## src/rtl/ghost_mode_pkg.sv

```systemverilog
// Ghost behaviour types shared by the mode controller,
// movement and sprite units.
package ghost_mode_pkg;

   typedef enum logic [1:0] {
      MODE_SCATTER = 2'd0,
      MODE_CHASE   = 2'd1,
      MODE_FRIGHT  = 2'd2,
      MODE_EATEN   = 2'd3
   } mode_t;

   typedef enum logic [1:0] {
      G_NORMAL = 2'd0,
      G_FRIGHT = 2'd1,
      G_EATEN  = 2'd2
   } ghost_st_t;

   function automatic mode_t phase_mode(input logic chase);
      return chase ? MODE_CHASE : MODE_SCATTER;
   endfunction

endpackage

```

## src/rtl/ghost_fsm.sv

```systemverilog
// Per-ghost NORMAL / FRIGHTENED / EATEN mode FSM with
// registered mode, frightened and reverse outputs.
module ghost_fsm
   import ghost_mode_pkg::*;
(
   input  logic       clk,
   input  logic       reset,
   input  logic       phase_chase,
   input  logic       phase_flip,
   input  logic       pellet,
   input  logic       expire,
   input  logic       eaten,
   input  logic       home,
   output logic [1:0] mode,
   output logic       frightened,
   output logic       reverse
);

   ghost_st_t state;

   // phase_chase is the phase value for the coming cycle
   always_ff @(posedge clk or posedge reset) begin
      if (reset) begin
         state      <= G_NORMAL;
         mode       <= MODE_SCATTER;
         frightened <= 1'b0;
         reverse    <= 1'b0;
      end else begin
         reverse <= 1'b0;
         unique case (state)
            G_NORMAL: begin
               if (pellet) begin
                  state      <= G_FRIGHT;
                  mode       <= MODE_FRIGHT;
                  frightened <= 1'b1;
                  reverse    <= 1'b1;
               end else begin
                  mode    <= phase_mode(phase_chase);
                  reverse <= phase_flip;
               end
            end
            G_FRIGHT: begin
               if (eaten) begin
                  state      <= G_EATEN;
                  mode       <= MODE_EATEN;
                  frightened <= 1'b0;
               end else if (pellet) begin
                  reverse <= 1'b1;
               end else if (expire) begin
                  state      <= G_NORMAL;
                  mode       <= phase_mode(phase_chase);
                  frightened <= 1'b0;
               end
            end
            G_EATEN: begin
               if (home) begin
                  state <= G_NORMAL;
                  mode  <= phase_mode(phase_chase);
               end
            end
            default: begin
               state      <= G_NORMAL;
               mode       <= MODE_SCATTER;
               frightened <= 1'b0;
            end
         endcase
      end
   end

endmodule

```

## src/rtl/ghost_mode_ctrl.sv

```systemverilog
// Ghost behaviour controller: scatter/chase phase timer,
// shared fright timer with warning flash, one mode FSM per ghost.
module ghost_mode_ctrl
   import ghost_mode_pkg::*;
#(
   parameter int N_GHOSTS      = 4,
   parameter int TW            = 8,
   parameter int SCATTER_TICKS = 32,
   parameter int CHASE_TICKS   = 96,
   parameter int FRIGHT_TICKS  = 64,
   parameter int FLASH_TICKS   = 16
) (
   input  logic                  clk,
   input  logic                  reset,
   input  logic                  tick,
   input  logic                  power_pellet,
   input  logic [N_GHOSTS-1:0]   ghost_eaten,
   input  logic [N_GHOSTS-1:0]   ghost_home,
   output logic [2*N_GHOSTS-1:0] mode,
   output logic [N_GHOSTS-1:0]   frightened,
   output logic [N_GHOSTS-1:0]   reverse,
   output logic                  phase_chase,
   output logic                  flashing
);

   localparam int TMAX = (2 ** TW) - 1;

   localparam logic [TW-1:0] SC_LAST = TW'(SCATTER_TICKS - 1);
   localparam logic [TW-1:0] CH_LAST = TW'(CHASE_TICKS - 1);
   localparam logic [TW-1:0] FR_LOAD = TW'(FRIGHT_TICKS);
   localparam logic [TW-1:0] FL_MAX  = TW'(FLASH_TICKS);
   localparam logic [TW-1:0] ONE     = TW'(1);

   if (N_GHOSTS < 1) begin : g_chk_n
      $error("ghost_mode_ctrl: N_GHOSTS must be >= 1");
   end
   if (SCATTER_TICKS < 1 || SCATTER_TICKS > TMAX) begin : g_chk_sc
      $error("ghost_mode_ctrl: SCATTER_TICKS out of range");
   end
   if (CHASE_TICKS < 1 || CHASE_TICKS > TMAX) begin : g_chk_ch
      $error("ghost_mode_ctrl: CHASE_TICKS out of range");
   end
   if (FRIGHT_TICKS < 1 || FRIGHT_TICKS > TMAX) begin : g_chk_fr
      $error("ghost_mode_ctrl: FRIGHT_TICKS out of range");
   end
   if (FLASH_TICKS > FRIGHT_TICKS) begin : g_chk_fl
      $error("ghost_mode_ctrl: FLASH_TICKS exceeds FRIGHT_TICKS");
   end

   logic [TW-1:0] phase_cnt;
   logic [TW-1:0] fright_cnt;
   logic [TW-1:0] fright_nxt;
   logic          fright_on;
   logic          phase_run;
   logic          phase_last;
   logic          phase_flip;
   logic          phase_nxt;
   logic          expire;

   assign fright_on  = |fright_cnt;
   assign phase_run  = tick & ~fright_on;
   assign phase_last = phase_chase ? (phase_cnt == CH_LAST)
                                   : (phase_cnt == SC_LAST);
   assign phase_flip = phase_run & phase_last;
   assign phase_nxt  = phase_chase ^ phase_flip;
   assign expire     = tick & (fright_cnt == ONE) & ~power_pellet;

   always_comb begin
      fright_nxt = fright_cnt;
      if (power_pellet)
         fright_nxt = FR_LOAD;
      else if (tick && fright_on)
         fright_nxt = fright_cnt - ONE;
   end

   // flashing tracks the new fright count so it lines up with frightened
   always_ff @(posedge clk or posedge reset) begin
      if (reset) begin
         phase_chase <= 1'b0;
         phase_cnt   <= '0;
         fright_cnt  <= '0;
         flashing    <= 1'b0;
      end else begin
         phase_chase <= phase_nxt;
         if (phase_run)
            phase_cnt <= phase_flip ? '0 : phase_cnt + ONE;
         fright_cnt <= fright_nxt;
         flashing   <= (|fright_nxt) & (fright_nxt <= FL_MAX);
      end
   end

   for (genvar g = 0; g < N_GHOSTS; g++) begin : g_ghost
      ghost_fsm u_fsm (
         .clk         (clk),
         .reset       (reset),
         .phase_chase (phase_nxt),
         .phase_flip  (phase_flip),
         .pellet      (power_pellet),
         .expire      (expire),
         .eaten       (ghost_eaten[g]),
         .home        (ghost_home[g]),
         .mode        (mode[2*g+:2]),
         .frightened  (frightened[g]),
         .reverse     (reverse[g])
      );
   end

endmodule

```

## config.mk

```make
export PLATFORM = sky130hd
export DESIGN_NAME = ghost_mode_ctrl
export DESIGN_NICKNAME = d
export VERILOG_FILES = /design/src/rtl/ghost_mode_pkg.sv /design/src/rtl/ghost_fsm.sv /design/src/rtl/ghost_mode_ctrl.sv
export SDC_FILE = /design/constraint.sdc
export NUM_CORES = 1
export LEC_CHECK = 0
export ABC_AREA = 1
export BUFFER_PORTS_ARGS = -buffer_cell sky130_fd_sc_hd__buf_2
export CORE_MARGIN = 5
export CORE_UTILIZATION = 59
export CTS_BUF_LIST = sky130_fd_sc_hd__clkbuf_4 sky130_fd_sc_hd__clkbuf_8
export DETAILED_ROUTE_END_ITERATION = 6
export PLACE_DENSITY = 0.77
export SYNTH_ARGS = -nofsm -noshare
export SYNTH_HDL_FRONTEND = slang
export SYNTH_SLANG_ARGS = --single-unit
export TNS_END_PERCENT = 50
```

## constraint.sdc

```tcl
create_clock -name clk -period 2.2 [get_ports clk]
set_input_delay 0.44 -clock clk [delete_from_list [all_inputs] [get_ports clk]]
set_output_delay 0.44 -clock clk [all_outputs]
set_load 0.05 [all_outputs]
```

Yosys cells after proc, flatten, opt, wreduce, memory -nomap -nowiden

Cells that the tools add are included.

Word-level logic and storage cells: 137
Output and inout port bits: 18
Register bits after elaboration: 42
Input bits: 12

Muxes and demuxes: 56
Equal/unequal tests: 27
Add/subtract/negate cells: 2
Reductions and logical operators: 19
$lt $le $gt $ge: 1
Bitwise gates (word level): 12

Operators by type and width:

| kind                                                | number |
|---|---|
| one-hot mux 2 bit (3 select lines)                  | 8 |
| 2-to-1 mux 2 bit                                    | 22 |
| AND reduction 4 bit                                 | 8 |
| 2-to-1 mux 8 bit                                    | 3 |
| inequality test 3 bit, second input constant        | 8 |
| inequality test 2 bit, second input constant        | 8 |
| OR reduction 8 bit                                  | 2 |
| 2-to-1 mux 1 bit                                    | 15 |
| one-hot mux 1 bit (3 select lines)                  | 4 |
| AND reduction 3 bit                                 | 4 |
| adder 8 x 1 -> 8 bit, second input constant         | 1 |
| equality test 2 x 1 -> 1 bit, second input constant | 4 |
| equality test 2 bit, second input constant          | 4 |
| equality test 8 x 1 -> 1 bit, second input constant | 1 |
| equality test 8 x 5 -> 1 bit, second input constant | 1 |
| equality test 8 x 7 -> 1 bit, second input constant | 1 |
| <= comparator 8 x 5 -> 1 bit, second input constant | 1 |
| logical NOT 2 bit                                   | 4 |
| one-hot mux 1 bit (2 select lines)                  | 4 |
| subtractor 8 x 1 -> 8 bit, second input constant    | 1 |
| inverter 1 bit                                      | 6 |
| AND 1 bit                                           | 5 |
| logical AND 1 bit                                   | 1 |
| bitwise XOR 1 bit                                   | 1 |

Depth between registers and ports, before layout

Depth after elaboration: 10
Depth in mapped cells: 13
Mapped depth without buffers: 13

Cells and area by module

From an unflattened synthesis, not the netlist that was laid out.

Cells, all modules: 331
Area, all modules: 2,468.6 um^2

Modules (own cells, without submodules):

| module          | cells an instance | times used | seq. area each (um^2) | area each (um^2) |
|---|---|---|---|---|
| ghost_fsm       | 43                | 4          | 150.1                 | 321.6 |
| ghost_mode_ctrl | 159               | 1          | 450.4                 | 1,182.4 |

Worst setup path after synthesis

Ideal clock, no wire load.

Path kind: register to register
Start point: register phase_chase
End point: register g_ghost[1].u_fsm.mode[0]
Arrival time: 1.595 ns
Clock period less this slack: 1.712 ns
Setup slack: 0.488 ns
Path buffers: 0
Setup time: 0.118 ns
Stages on the path, launching flop included: 10
Required time: 2.082 ns
Cells stage by stage: dfrtp_1 > inv_1 > a21oi_1 > nand2_1 > nor3_4 > nand2_1 > nand2_1 > nand2_1 > nand2_1 > nand2_1

Cells in the longest elaborated chain, start to end: 8
Elaborated cells between the ends (all ways): 10
Classes of those cells: mux: 8; bitwise: 2

RTL lines:

| what                                   | line                  | source |
|---|---|---|
| from (decl)                            | ghost_mode_ctrl.sv:22 | `output logic phase_chase,` |
| from (signal assigned)                 | ghost_mode_ctrl.sv:84 | `phase_chase <= phase_nxt;` |
| 2-to-1 mux 1 bit                       | ghost_mode_ctrl.sv:62 | `assign phase_last = phase_chase ? (phase_cnt == CH_LAST)` |
| AND 1 bit                              | ghost_mode_ctrl.sv:64 | `assign phase_flip = phase_run & phase_last;` |
| bitwise XOR 1 bit (*)                  | ghost_mode_ctrl.sv:65 | `assign phase_nxt = phase_chase ^ phase_flip;` |
| 2-to-1 mux 1 bit (*)                   | ghost_mode_pkg.sv:19  | `return chase ? MODE_CHASE : MODE_SCATTER;` |
| 2-to-1 mux 2 bit                       | ghost_fsm.sv:49       | `end else if (expire) begin` |
| 2-to-1 mux 2 bit                       | --                    |  |
| 2-to-1 mux 2 bit                       | ghost_fsm.sv:43       | `if (eaten) begin` |
| one-hot mux 2 bit (3 select lines) (*) | ghost_fsm.sv:30       | `unique case (state)` |
| to (signal assigned)                   | ghost_fsm.sv:38       | `mode <= phase_mode(phase_chase);` |
| to (signal assigned)                   | ghost_fsm.sv:51       | `mode <= phase_mode(phase_chase);` |
| to (signal assigned)                   | ghost_fsm.sv:58       | `mode <= phase_mode(phase_chase);` |
| to (decl)                              | ghost_fsm.sv:14       | `output logic [1:0] mode,` |

Mark *: on every way between the ends. The rest lies on a longest branch, timed or not. The select of a mux whose other input is x is not followed.
A chain may end at the register's enable or synchronous reset.

Worst setup path in the final report

Start point: register fright_cnt[0]
End point: register g_ghost[0].u_fsm.mode[0]

Cells in the longest elaborated chain, start to end: 10
Elaborated cells between the ends (all ways): 17
Classes of those cells: eq/ne: 2; mux: 7; bitwise: 6; reduce/logical: 2

RTL lines:

| what                               | line                  | source |
|---|---|---|
| from (decl)                        | ghost_mode_ctrl.sv:51 | `logic [TW-1:0] fright_cnt;` |
| from (signal assigned)             | ghost_mode_ctrl.sv:87 | `fright_cnt <= fright_nxt;` |
| OR reduction 8 bit                 | ghost_mode_ctrl.sv:60 | `assign fright_on = \|fright_cnt;` |
| inverter 1 bit                     | ghost_mode_ctrl.sv:61 | `assign phase_run = tick & ~fright_on;` |
| AND 1 bit                          | ghost_mode_ctrl.sv:61 |  |
| AND 1 bit                          | ghost_mode_ctrl.sv:64 |  |
| bitwise XOR 1 bit                  | ghost_mode_ctrl.sv:65 |  |
| 2-to-1 mux 1 bit                   | ghost_mode_pkg.sv:19  |  |
| 2-to-1 mux 2 bit                   | ghost_fsm.sv:49       |  |
| 2-to-1 mux 2 bit                   | --                    |  |
| 2-to-1 mux 2 bit                   | ghost_fsm.sv:43       |  |
| one-hot mux 2 bit (3 select lines) | ghost_fsm.sv:30       |  |
| to (signal assigned)               | ghost_fsm.sv:38       |  |
| to (signal assigned)               | ghost_fsm.sv:51       |  |
| to (signal assigned)               | ghost_fsm.sv:58       |  |
| to (decl)                          | ghost_fsm.sv:14       |  |

Several ways; a longest one is shown, not always the timed one. The select of a mux whose other input is x is not followed.

==> results.sh <==
export IMPL_vias=1881
export IMPL_synth_top_area_cell="dfrtp_1"
export IMPL_crit_family="simple AND/OR/NAND/NOR gates"
export IMPL_crit_buf_inv=1
export IMPL_yosysSeqAreaShare_pct=46.9
export IMPL_post_place_cells=361
export IMPL_netlist_instances=291
export IMPL_skew_ps=7.88
export IMPL_maxUsedRoutingLayer="met4"
export IMPL_clkLatencyLatePin_ps=300
export IMPL_rsz0062_at_grt="no"
export IMPL_ir_worst_vdd_v=0.000760
export IMPL_row_count=22
export IMPL_fin_cells=368
export IMPL_drv_slew=0
export IMPL_maxCapViolations=0
export IMPL_setup_viol=0
export IMPL_wl_met2_mm=2.08
export IMPL_power_mw=3.17
export IMPL_hold_class="in -> async"
export IMPL_worst_pin_slew_ps=510
export IMPL_synth_flop_cell="dfrtp_1"
export IMPL_io_pins=30
export IMPL_start_util_pct=61.2
export IMPL_synthTopCellsByCount="90 x nand2_1, 42 x dfrtp_1, 37 x inv_1"
export IMPL_antenna_found_initial=0
export IMPL_synth_top_cells_by_area="dfrtp_1 47%, nand2_1 15%, inv_1 6.2%"
export IMPL_dieArea_mm2=0.00513
export IMPL_io_buffers=29
export IMPL_path_cells="inv_1 > ha_1 > nand2_4 > nor2_4 > nand2_4 > nor3_4 > nand2_1 > nand3_1 > nand2_1 > nand2_1 > nand2_1"
export IMPL_ctsHoldBuffers=0
export IMPL_critPathKind="reg -> reg"
export IMPL_synth_top_family_by_area="simple AND/OR/NAND/NOR gates"
export IMPL_clk_pin_slew_ps=80
export IMPL_hold_violations=0
export IMPL_grt_max_degree=43
export IMPL_place_ws_ps=374
export IMPL_layout_drive_gt1_share_pct=15.3
export IMPL_setup_ws_ps=316
export IMPL_areaGrowthSynthToFinish_pct=10.4
export IMPL_dp_hpwl_mm=3.43
export IMPL_ff2ff_setup_slack_ps=320
export IMPL_drt_iter0_drc=157
export IMPL_syn_num_nets=307
export IMPL_cts_setup_buffers=0
export IMPL_yosysWarnings=0
export IMPL_r2r_start="fright_cnt[0]"
export IMPL_worstPathArrival_ps=2070
export IMPL_grt_use_total_pct=19.1
export IMPL_status="complete, no violations"
export IMPL_yosys_mux_area_fraction_pct=0
export IMPL_fin_crit_sh_pct=85.6
export IMPL_layout_nets=336
export IMPL_leakagePower_nw=1.43
export IMPL_timing_rr_end="g_ghost[0].u_fsm.mode[0]"
export IMPL_overflow=0
export IMPL_path_max_fanout=7
export IMPL_cp_slowest_cell="dfrtp_1"
export IMPL_p_per_area_mw_per_mm2=1280
export IMPL_rr_worst_depth=11
export IMPL_synth_compound_area_share_pct=5.80
export IMPL_grt_first_pass_wirelength_mm=7.73
export IMPL_gp_congestion=0.894
export IMPL_cts_sinks=42
export IMPL_synth_simple_gate_area_share_pct=32.8
export IMPL_synth_cell_types=29
export IMPL_cts_max_path_buffers=2
export IMPL_die_y_um=71.6
export IMPL_synth_edf_count=0
export IMPL_cts_tree="built"
export IMPL_cts_root_buf="clkbuf_8"
export IMPL_ant_nets=0
export IMPL_synth_most_common_cell="nand2_1"
export IMPL_timing_hold_ws_ps=260
export IMPL_startpoint_type="flip-flop"
export IMPL_wl_met1_mm=2.14
export IMPL_ys_async_sr_fraction_pct=100
export IMPL_core_area_mm2=0.00366
export IMPL_max_slew_margin_pct=66.0
export IMPL_cp_data_required_time_ps=2390
export IMPL_crit_top_cell="nand2_1"
export IMPL_first_global_vias=1764
export IMPL_max_freq_mhz=531
export IMPL_wl_per_cell_um=12.4
export IMPL_path_depth=11
export IMPL_wl_met3_um=262
export IMPL_htreeDepth=2
export IMPL_tns_ps=0
export IMPL_postCtsResizedCells=0
export IMPL_antenna_cells=0
export IMPL_synth_seq_cells=42
export IMPL_final_core_util_pct=67.6
export IMPL_dr_pass1_iters=5
export IMPL_routed_via_density=5.11
export IMPL_postPlaceCellArea_mm2=0.00239
export IMPL_final_area_mm2=0.00248
export IMPL_period_needed_ps=1880
export IMPL_syn_area_mm2=0.00224
export IMPL_yosys_area_share_adder_pct=2.23
export IMPL_die_w_um=71.6
export IMPL_cp_slowest_stage_delay_ps=400
export IMPL_drt_wl_total_mm=4.56
export IMPL_drc=0
export IMPL_end_kind="flip-flop"
export IMPL_synth_top_area_share_pct=46.9
export IMPL_tritoncts_num_buffers=5
export IMPL_synthXorXnorAreaFrac_pct=2.34
export IMPL_avgSynthCellArea_um2=7.70
[final cells by class]
type                    count  area [um2]
fillers                   335        1180
flip-flops and latches     42        1050
multi-input cells         200         967
repair buffers             32         168
inverters                  39         146
clock buffers               7        83.8
well taps                  48        60.1
[sequential cells by signal, summed over array words and instances, names as in the netlist]
| register | flops |
|---|---|
| fright_cnt | 8 |
| g_ghost.u_fsm.mode | 8 |
| g_ghost.u_fsm.state | 8 |
| phase_cnt | 8 |
| g_ghost.u_fsm.frightened | 4 |
| g_ghost.u_fsm.reverse | 4 |
| flashing | 1 |
| phase_chase | 1 |
[cell usage in the layout (no fill, tap or decap), types with 2 or more instances in the layout]
cell	instances
clkbuf_4	2
nand2_4	2
xor2_1	3
nor2_4	2
inv_1	37
o21ai_0	6
dfrtp_1	42
ha_1	4
buf_4	3
nor2_1	35
xnor2_1	3
buf_2	29
clkbuf_8	5
nand2_1	90
a21oi_1	12
nor3_1	5
nand3_1	27
[how the worst max path moves through the flow]
stage / startpoint / end
after floorplan: phase_chase / g_ghost[1].u_fsm.mode[0]
after global placement: fright_cnt[0] / g_ghost[0].u_fsm.mode[0]
after detailed placement: fright_cnt[0] / g_ghost[1].u_fsm.mode[0]
after CTS: fright_cnt[0] / g_ghost[0].u_fsm.mode[0]
after global routing: fright_cnt[0] / g_ghost[0].u_fsm.mode[0]
final: fright_cnt[0] / g_ghost[0].u_fsm.mode[0]
[worst min-delay path, cell delays in order]
cell	delay (ps)
buf_2	90
inv_1	40
buf_4	430
[kinds of logic after synthesis]
family / Yosys count
xor+xnor: 6
simple gates: 168
compound gates: 22
fa+ha+maj: 4
flops: 42
buf+inv: 49
[layer usage]
metal / global-route usage [%] / vias to the layer above
li1: - / 951
met1: 25.6 / 875
met2: 29.8 / 48
met3: 4.49 / 7
met4: 7.93 / 0
met5: 0 / -
[where the power goes]
group / internal, mW / leakage, nW / switching, mW
Clock: 0.243 / 0.0452 / 0.243
Combinational: 0.402 / 0.870 / 1.08
Sequential: 1.03 / 0.514 / 0.176
Total: 1.67 / 1.43 / 1.50
No activity file was read; power rests on OpenSTA's default activity.
